$ cat src/rtl/regfile_pkg.sv
// Shared constants, FSM state encoding and LFSR step function for the
// register-file BIST engine.
package regfile_pkg;

    localparam int ADDR_W = 5;
    localparam int DATA_W = 32;
    localparam int NREGS  = 32;

    localparam logic [31:0] LFSR_MASK = 32'h8020_0003;

    typedef enum logic [2:0] {
        IDLE,
        WR_INC,
        RD_A1,
        WR_RND,
        RD_A2,
        DONE
    } state_t;

    // Galois right shift; the mask keeps a nonzero state nonzero.
    function automatic logic [31:0] lfsr_step(input logic [31:0] q);
        logic [31:0] shifted;
        shifted = q >> 1;
        return q[0] ? (shifted ^ LFSR_MASK) : shifted;
    endfunction

endpackage

$ cat src/rtl/regfile_bist_lfsr.sv
// 32-bit Galois LFSR with synchronous load, used to generate and replay
// the pseudo-random write pattern.
module bist_lfsr
    import regfile_pkg::*;
(
    input  logic        clk,
    input  logic        rst_n,
    input  logic        load,
    input  logic        en,
    input  logic [31:0] seed,
    output logic [31:0] state
);

    // NOTE: clocked state uses non-blocking assignments so every flop
    // samples its inputs as they were before the edge.
    always_ff @(posedge clk or negedge rst_n) begin
        if (!rst_n) begin
            state <= 32'h0000_0001;
        end else if (load) begin
            state <= seed;
        end else if (en) begin
            state <= lfsr_step(state);
        end
    end

endmodule

$ cat src/rtl/regfile_bist.sv
// March-style self-test for a 32x32 register file: incrementing and random
// write passes, each verified through one read port, with first-failure capture.
module regfile_bist #(
    parameter int          ADDR_W = 5,
    parameter int          DATA_W = 32,
    parameter int          NREGS  = 32,
    parameter logic [31:0] SEED   = 32'h0000_0001
) (
    input  logic              clk,
    input  logic              rst_n,
    input  logic              start,
    output logic              busy,
    output logic              done,
    output logic              pass,
    output logic [6:0]        err_cnt,
    output logic [ADDR_W-1:0] fail_addr,
    output logic              fail_port,
    output logic [DATA_W-1:0] fail_got,
    output logic              rf_we,
    output logic [ADDR_W-1:0] rf_a1,
    output logic [ADDR_W-1:0] rf_a2,
    output logic [ADDR_W-1:0] rf_a3,
    output logic [DATA_W-1:0] rf_wd3,
    input  logic [DATA_W-1:0] rf_rd1,
    input  logic [DATA_W-1:0] rf_rd2
);

    import regfile_pkg::*;

    localparam logic [DATA_W-1:0] SEED_EFF = (SEED == 32'h0) ? DATA_W'(1) : DATA_W'(SEED);
    localparam logic [ADDR_W-1:0] IDX_LAST = ADDR_W'(NREGS - 1);

    state_t              state, state_nxt;
    logic [ADDR_W-1:0]   idx, idx_nxt;
    logic                idx_last;

    logic                we_nxt;
    logic [ADDR_W-1:0]   a1_nxt, a2_nxt, a3_nxt;
    logic [DATA_W-1:0]   wd3_nxt;

    logic                lfsr_load, lfsr_en;
    logic [DATA_W-1:0]   lfsr_q;

    logic                chk_en, chk_port, mismatch;
    logic [DATA_W-1:0]   chk_got, chk_exp;

    assign idx_last = (idx == IDX_LAST);
    assign busy     = (state != IDLE);
    assign done     = (state == DONE);

    // NOTE: every signal assigned in an always_comb gets a default first,
    // so no path through the case leaves it unassigned and no latch is inferred.
    always_comb begin
        state_nxt = state;
        idx_nxt   = '0;
        unique case (state)
            IDLE: begin
                if (start) state_nxt = WR_INC;
            end
            WR_INC, RD_A1, WR_RND, RD_A2: begin
                idx_nxt = idx + 1'b1;
                if (idx_last) begin
                    unique case (state)
                        WR_INC:  state_nxt = RD_A1;
                        RD_A1:   state_nxt = WR_RND;
                        WR_RND:  state_nxt = RD_A2;
                        default: state_nxt = DONE;
                    endcase
                end
            end
            DONE: state_nxt = IDLE;
            default: state_nxt = IDLE;
        endcase
    end

    // The LFSR holds the value for the current index; it is reloaded on entry
    // to each random phase so the read pass replays the write pass.
    assign lfsr_load = ((state_nxt == WR_RND) && (state != WR_RND)) ||
                       ((state_nxt == RD_A2)  && (state != RD_A2));
    assign lfsr_en   = (state == WR_RND) || (state == RD_A2);

    bist_lfsr u_lfsr (
        .clk   (clk),
        .rst_n (rst_n),
        .load  (lfsr_load),
        .en    (lfsr_en),
        .seed  (SEED_EFF),
        .state (lfsr_q)
    );

    // Register-file port values for the coming cycle, decoded from the next state.
    always_comb begin
        we_nxt  = (state_nxt == WR_INC) || (state_nxt == WR_RND);
        a1_nxt  = (state_nxt == RD_A1) ? idx_nxt : '0;
        a2_nxt  = (state_nxt == RD_A2) ? idx_nxt : '0;
        a3_nxt  = we_nxt ? idx_nxt : '0;
        wd3_nxt = '0;
        if (state_nxt == WR_INC) begin
            wd3_nxt = DATA_W'(idx_nxt) + DATA_W'(1);
        end else if (state_nxt == WR_RND) begin
            wd3_nxt = lfsr_load ? SEED_EFF : lfsr_step(lfsr_q);
        end
    end

    always_comb begin
        chk_en   = 1'b0;
        chk_port = 1'b0;
        chk_got  = '0;
        chk_exp  = '0;
        if (state == RD_A1) begin
            chk_en  = 1'b1;
            chk_got = rf_rd1;
            chk_exp = (idx == '0) ? '0 : DATA_W'(idx) + DATA_W'(1);
        end else if (state == RD_A2) begin
            chk_en   = 1'b1;
            chk_port = 1'b1;
            chk_got  = rf_rd2;
            chk_exp  = (idx == '0) ? '0 : lfsr_q;
        end
    end

    assign mismatch = chk_en && (chk_got != chk_exp);

    always_ff @(posedge clk or negedge rst_n) begin
        if (!rst_n) begin
            state  <= IDLE;
            idx    <= '0;
            rf_we  <= 1'b0;
            rf_a1  <= '0;
            rf_a2  <= '0;
            rf_a3  <= '0;
            rf_wd3 <= '0;
        end else begin
            state  <= state_nxt;
            idx    <= idx_nxt;
            rf_we  <= we_nxt;
            rf_a1  <= a1_nxt;
            rf_a2  <= a2_nxt;
            rf_a3  <= a3_nxt;
            rf_wd3 <= wd3_nxt;
        end
    end

    always_ff @(posedge clk or negedge rst_n) begin
        if (!rst_n) begin
            pass      <= 1'b0;
            err_cnt   <= '0;
            fail_addr <= '0;
            fail_port <= 1'b0;
            fail_got  <= '0;
        end else if ((state == IDLE) && start) begin
            pass      <= 1'b0;
            err_cnt   <= '0;
            fail_addr <= '0;
            fail_port <= 1'b0;
            fail_got  <= '0;
        end else begin
            if (mismatch) begin
                if (err_cnt == '0) begin
                    fail_addr <= idx;
                    fail_port <= chk_port;
                    fail_got  <= chk_got;
                end
                if (err_cnt != 7'd127) err_cnt <= err_cnt + 7'd1;
            end
            // Verdict lands as DONE is entered, including a miss on the last read.
            if ((state == RD_A2) && idx_last) pass <= (err_cnt == '0) && !mismatch;
        end
    end

endmodule
$ cat config.mk
export PLATFORM = sky130hd
export DESIGN_NAME = regfile_bist
export DESIGN_NICKNAME = d
export VERILOG_FILES = /design/src/rtl/regfile_pkg.sv /design/src/rtl/regfile_bist_lfsr.sv /design/src/rtl/regfile_bist.sv
export SDC_FILE = /design/constraint.sdc
export NUM_CORES = 1
export LEC_CHECK = 0
export CORE_MARGIN = 5
export CORE_UTILIZATION = 40
export DETAILED_ROUTE_END_ITERATION = 12
export PLACE_DENSITY_LB_ADDON = 0.3
export SLEW_MARGIN = 20
export SYNTH_ARGS = -nofsm -noshare
export SYNTH_HDL_FRONTEND = slang
export SYNTH_HIERARCHICAL = 1
export SYNTH_SLANG_ARGS = --single-unit
export TNS_END_PERCENT = 1
$ cat constraint.sdc
create_clock -name clk -period 4.15 [get_ports clk]
set_clock_uncertainty 0.15 [all_clocks]
set_input_delay 0.415 -clock clk [delete_from_list [all_inputs] [get_ports clk]]
set_output_delay 0.415 -clock clk [all_outputs]
set_load 0.02 [all_outputs]
# Word-level counts from Yosys, hierarchy flattened
# Cells that the tools add are included.
dict set report totals {
  ff_bits 134
  latchBits 0
  ram_bits 0
  romBits 0
  in_bits 67
  output_inout_bits 96
  wordCells 91
  n_memories 0
}
dict set report classes {
  add_sub_neg 4
  n_mul 0
  div_mod_pow 0
  magnitude_cmp 0
  n_eq_ne 14
  n_shift 0
  mux 37
  bitwise_logic 1
  n_reduce_logical 22
}
# cell n
set op_table {}
lappend op_table {{$mux W32} 14}
lappend op_table {{$mux W5} 7}
lappend op_table {{$ne A32 B32 Y1} 1}
lappend op_table {{$mux W7} 3}
lappend op_table {{$add A5 B1 Y6 const B} 2}
lappend op_table {{$eq A3 B2 Y1 const B} 4}
lappend op_table {{$reduce_bool A2 Y1} 5}
lappend op_table {{$eq A3 B3 Y1 const B} 3}
lappend op_table {{$pmux W3 S3} 1}
lappend op_table {{$mux W1} 8}
lappend op_table {{$add A7 B1 Y7 const B} 1}
lappend op_table {{$logic_not A7 Y1} 1}
lappend op_table {{$ne A7 B7 Y1 const B} 1}
lappend op_table {{$eq A3 B1 Y1 const B} 2}
lappend op_table {{$logic_and A1 B1 Y1} 6}
lappend op_table {{$mux W3} 2}
lappend op_table {{$mux W6} 1}
lappend op_table {{$pmux W3 S2} 1}
lappend op_table {{$add A5 B1 Y5 const B} 1}
lappend op_table {{$eq A5 B5 Y1 const B} 1}
lappend op_table {{$logic_not A5 Y1} 1}
lappend op_table {{$not A3 Y4} 1}
lappend op_table {{$reduce_and A2 Y1} 2}
lappend op_table {{$reduce_or A4 Y1} 1}
lappend op_table {{other kinds (6)} 8}

# Longest topological paths before layout
# Gate-level depths: netlist of the first run.
dict set report logic_depth {
  word_depth 10
  depth_mapped 14
  ltp_nobuf 11
}

# Hierarchy
# The synthesis of the first run kept the hierarchy.
# module instances cells_per_inst area_each_um2 seq_area_each_um2
set modules_own_cells {}
lappend modules_own_cells {regfile_bist 1 557 5343.9 2552.4}
lappend modules_own_cells {bist_lfsr 1 143 1530.2 802.0}

# Worst setup path before layout of the first run
# No wires, ideal clock.
dict set report synth_timing {
  path_type {flip-flop to flip-flop}
  from {register idx[0]}
  to {register err_cnt[5]}
  setup_time_ns 0.080
  arrival_time_ns 2.825
  t_required_ns 3.920
  setup_slack_ns 1.095
  path_stages_with_launch 12
  path_buffers 0
  period_less_slack_ns 3.055
  cell_sequence {dfrtp_1 ha_1 and3_1 ha_1 a22o_1 o32ai_1 or4_1 nor4_1 nand4_1 o21ai_2 or4_1 mux2i_1}
}
dict set report synth_via {
  elab_chain_cells 8
  elab_cells_between_ends 10
  cone_classes {add/sub (1); eq/ne (1); mux (4); reduce/logical (4)}
}
# element line
set synth_rtl {}
lappend synth_rtl {{start: declaration} regfile_bist.sv:34} ;# logic [ADDR_W-1:0] idx, idx_nxt;
lappend synth_rtl {{start signal: assignment} regfile_bist.sv:135} ;# idx <= idx_nxt;
lappend synth_rtl {{parallel branches: the longest is 3 deep, another holds $add A5 B1 Y6} -}
lappend synth_rtl {{$mux W32 *} regfile_bist.sv:110} ;# if (state == RD_A1) begin
lappend synth_rtl {{$ne A32 B32 Y1 *} regfile_bist.sv:122} ;# assign mismatch = chk_en && (chk_got != chk_exp);
lappend synth_rtl {{$logic_and A1 B1 Y1 *} regfile_bist.sv:122}
lappend synth_rtl {{$reduce_bool A2 Y1 (no source line) *} -}
lappend synth_rtl {{$reduce_and A2 Y1 (no source line) *} -}
lappend synth_rtl {{end signal: assignment} regfile_bist.sv:164} ;# if (err_cnt != 7'd127) err_cnt <= err_cnt + 7'd1;
lappend synth_rtl {{end: declaration} regfile_bist.sv:15} ;# output logic [6:0] err_cnt,
# Every way passes the cells marked *.
# A chain may end at the register's enable or synchronous reset.

==> impl_results.md, run 1 <==
* Maximum net fanout on the critical path at 39
* Synthesis warning total at 6
* Setup Buffers After CTS at 0
* Metal2 WL at around 9600 um
* Hold buffers post-CTS at 1
* Max-slew headroom at 0.449
* Port Buffers at about 160
* CTS sink cnt at 134
* Leading post-synthesis cells by cell area: dfrtp_1 (48%), mux2i_1 (4.8%), nand3_1 (4.0%)
* Worst setup SP type: flip-flop
* Global-route wire length before repair at 33500 um
* Post-synth cell types at 66
* Vias at 6011
* WP data required at about 4.3 ns
* Max clock buf depth at 2
* Full die area at 19900 sq um
* Internal at 3990 uW
* FP Rows at 48
* Drt first-iter violations at 387
* Max VDD drop at just over 0.0003 V
* Cells after Synth at 700
* Switching Power at between 2000 and 3000 uW
* HPWL after DPL at 15700 um
* Clk slew on worst S/H paths at 0.06 ns
* Slew Viols, Final at 0
* Area Growth Syn to Fin at 37.8%
* NumNets Final at between 900 and 1k
* Async set or reset register ratio after synthesis at 1.00
* Most common cell after layout, fill and taps aside: clkdlybuf4s50_1
* WL met1 at slightly above 10000 um
* Clk root buf: clkbuf_16
* Max-cap check violation count at 0
* Yosys top cell area share at 0.484
* Flop pwr share at 0.328
* Core ar. at about 17000 sq um
* Vias in the first global route at 5881
* Fmax at 275 MHz
* Gr ovfl total at 0
* Tcrit/Tclk final at 0.876
* Total negative slack at 0 ns
* Final Setup Violations at 0
* Final WL at roughly 21000 um
* Syn avg cell area at just under 10 sq um
* CTS Buf Count at 17
* Number of synthesized flops with an enable pin at 0
* Post-synthesis cell area at just under 7000 sq um
* Highest metal used: met4
* Clk pwr share at 0.220
* Routability cong. at slightly below 0.9
* P per Cell Area at around 720 nW/um^2
* Status: completed
* Fillers at 1533
* Post-CTS Resized at 0
* CTS tree: yes
* Total power at ~6800 uW
* DRC at 0
* Sw frac at 0.412
* Slew of the pin with the lowest slew margin at around 0.83 ns
* Total GRT Usage at 0.215
* Most frequent cells in the layout: clkdlybuf4s50_1 (161), dfrtp_1 (133), nand2_1 (62)
* Synth Register Bits at roughly 130
* Die width at roughly 140 um
* Largest net degree at the start of global routing at 92
* Placed insts at between 1k and 1.5k
* RSZ-0062 raised after global routing: no
* Initial DRT Pass Iterations at 4
* Die height at around 140 um
* CTS HTree Levels at 4
* WP data arrival at ~3.8 ns
* Hold Fails Final Rpt at 0
* Vias/cell at approximately 5.3
* Worst Path Class, Setup: reg2reg
* Initial antenna violation count at 0
* Antenna cells at 0
* Min cycle time layout at around 3.6 ns
* Met3 routed WL at 1060 um
* Starting Density at 0.403
* Leak at 0.00399 uW
* Most common flop cell mapped by yosys: dfrtp_1
* Share of cells above drive strength 1 at 0.0879
* Post-DP Area at slightly below 9000 sq um
* Final Cell Area at about 9500 sq um
* Largest area contributor in the netlist: dfrtp_1
* Sequential fraction of the synthesis area at 0.488
* Hold Path Class: reg2reg
* Final ANT Viol Nets at 0
* Final Core Density at 0.555
* Comb pwr share at 0.452
* Wire per inst at roughly 19 um
* Worst Setup End Kind: flip-flop
* Layout Cells excl Fill at around 1.1k
* Skew-Pair Late Insertion Delay at about 0.42 ns
* I/O Pins at roughly 160
[flip-flops by register name (all words and copies together), names as in the netlist]
| register | cells |
|---|---|
| fail_port | 1 |
| rf_a3 | 5 |
| state | 3 |
| pass | 1 |
| fail_addr | 5 |
| fail_got | 32 |
| rf_wd3 | 32 |
| idx | 5 |
| rf_a2 | 5 |
| rf_we | 1 |
| u_lfsr/state | 32 |
| err_cnt | 7 |
| rf_a1 | 5 |
[cell usage after synthesis (all sizes together) (10+ instances only)]
cell type	n
inv	26
o21ai	81
o31ai	10
dfrtp	133
nor2	29
nor2b	18
mux2i	33
buf	33
xor2	12
nand3	55
nand2	62
a22oi	16
and2	28
clkbuf	16
a32oi	16
[logic make-up (layout without fill, tap and decap cells)]
kind of cell,count (synthesis),after routing,share of synthesized area
other,2,32,0.00109
adders and majority gates,6,6,0.0109
xor gates and xnor gates,20,20,0.0255
AOI/OAI and AO/OA,176,176,0.169
buffers and inverters,75,255,0.0588
DFF,134,134,0.488
muxes,35,35,0.0513
and+or+nand+nor,252,252,0.195
[layout make-up]
cell class	instances	area (sq um)	share of cell area
flip-flops and latches	134	3350	0.354
clock buffers	19	433	0.0457
well taps	225	282	0.0297
inverters	26	97.6	0.0103
repair buffers	197	1910	0.202
clock inverters	13	148	0.0156
multi-input cells	521	3250	0.343
[stage by stage]
stage | hold WS [ns] | setup slack [ns]
6_report | 0.347 | 0.516
5_1_grt | 0.375 | 0.210
4_1_cts | 0.354 | 0.530
3_5_place_dp | 0.342 | 0.543
3_3_place_gp | 0.334 | 0.585
2_1_floorplan | -0.0306 | 1.09
[power by group through the flow]
stage	Clock [uW]	Sequential [uW]	Combinational, uW
floorplan	0	2360	1680
global placement	0	2240	3010
detailed placement	0	2230	3060
CTS	1510	2220	3090
global route	1580	2290	3350
finish	1490	2230	3070
[path summary, 6_finish.rpt]
check / startpoint / end / slack [ns] / cells past startpoint
max in group asynchronous: rst_n / fail_got[11] / 2.44 / 3
worst min-delay path: fail_got[0] / fail_got[0] / 0.35 / 2
min in group asynchronous: rst_n / rf_a3[3] / 0.49 / 2
worst max register to register: state[2] / fail_got[4] / 0.52 / 12
worst max-delay path: state[2] / fail_got[4] / 0.52 / 12
worst min register to register: fail_got[0] / fail_got[0] / 0.35 / 2
[worst max-delay path, cell delays in order, from the launching register on]
cell and delay [ns]:
dfrtp_1 0.55, nor2b_2 0.25, buf_4 0.22, a32oi_1 0.46, o32ai_1 0.18, or4_1 0.58
nor4_1 0.18, nand4_1 0.13, buf_4 0.18, o21ai_4 0.22, buf_12 0.22, nand3_1 0.09
o21ai_0 0.10
[per-layer routing]
layer / global-route usage / vias up
met4: 0.0785 / 0
met5: 0 / -
met1: 0.306 / 2916
met2: 0.323 / 179
met3: 0.0458 / 30
li1: - / 2886
Note: power is estimated with default switching activity, not from simulation.
==> run 2: changes to the inputs <==
Settings changed: CAP_MARGIN from default to 20.
==> results of run 2 <==
Final layout, timing and power as in run 1 (identical DEF).
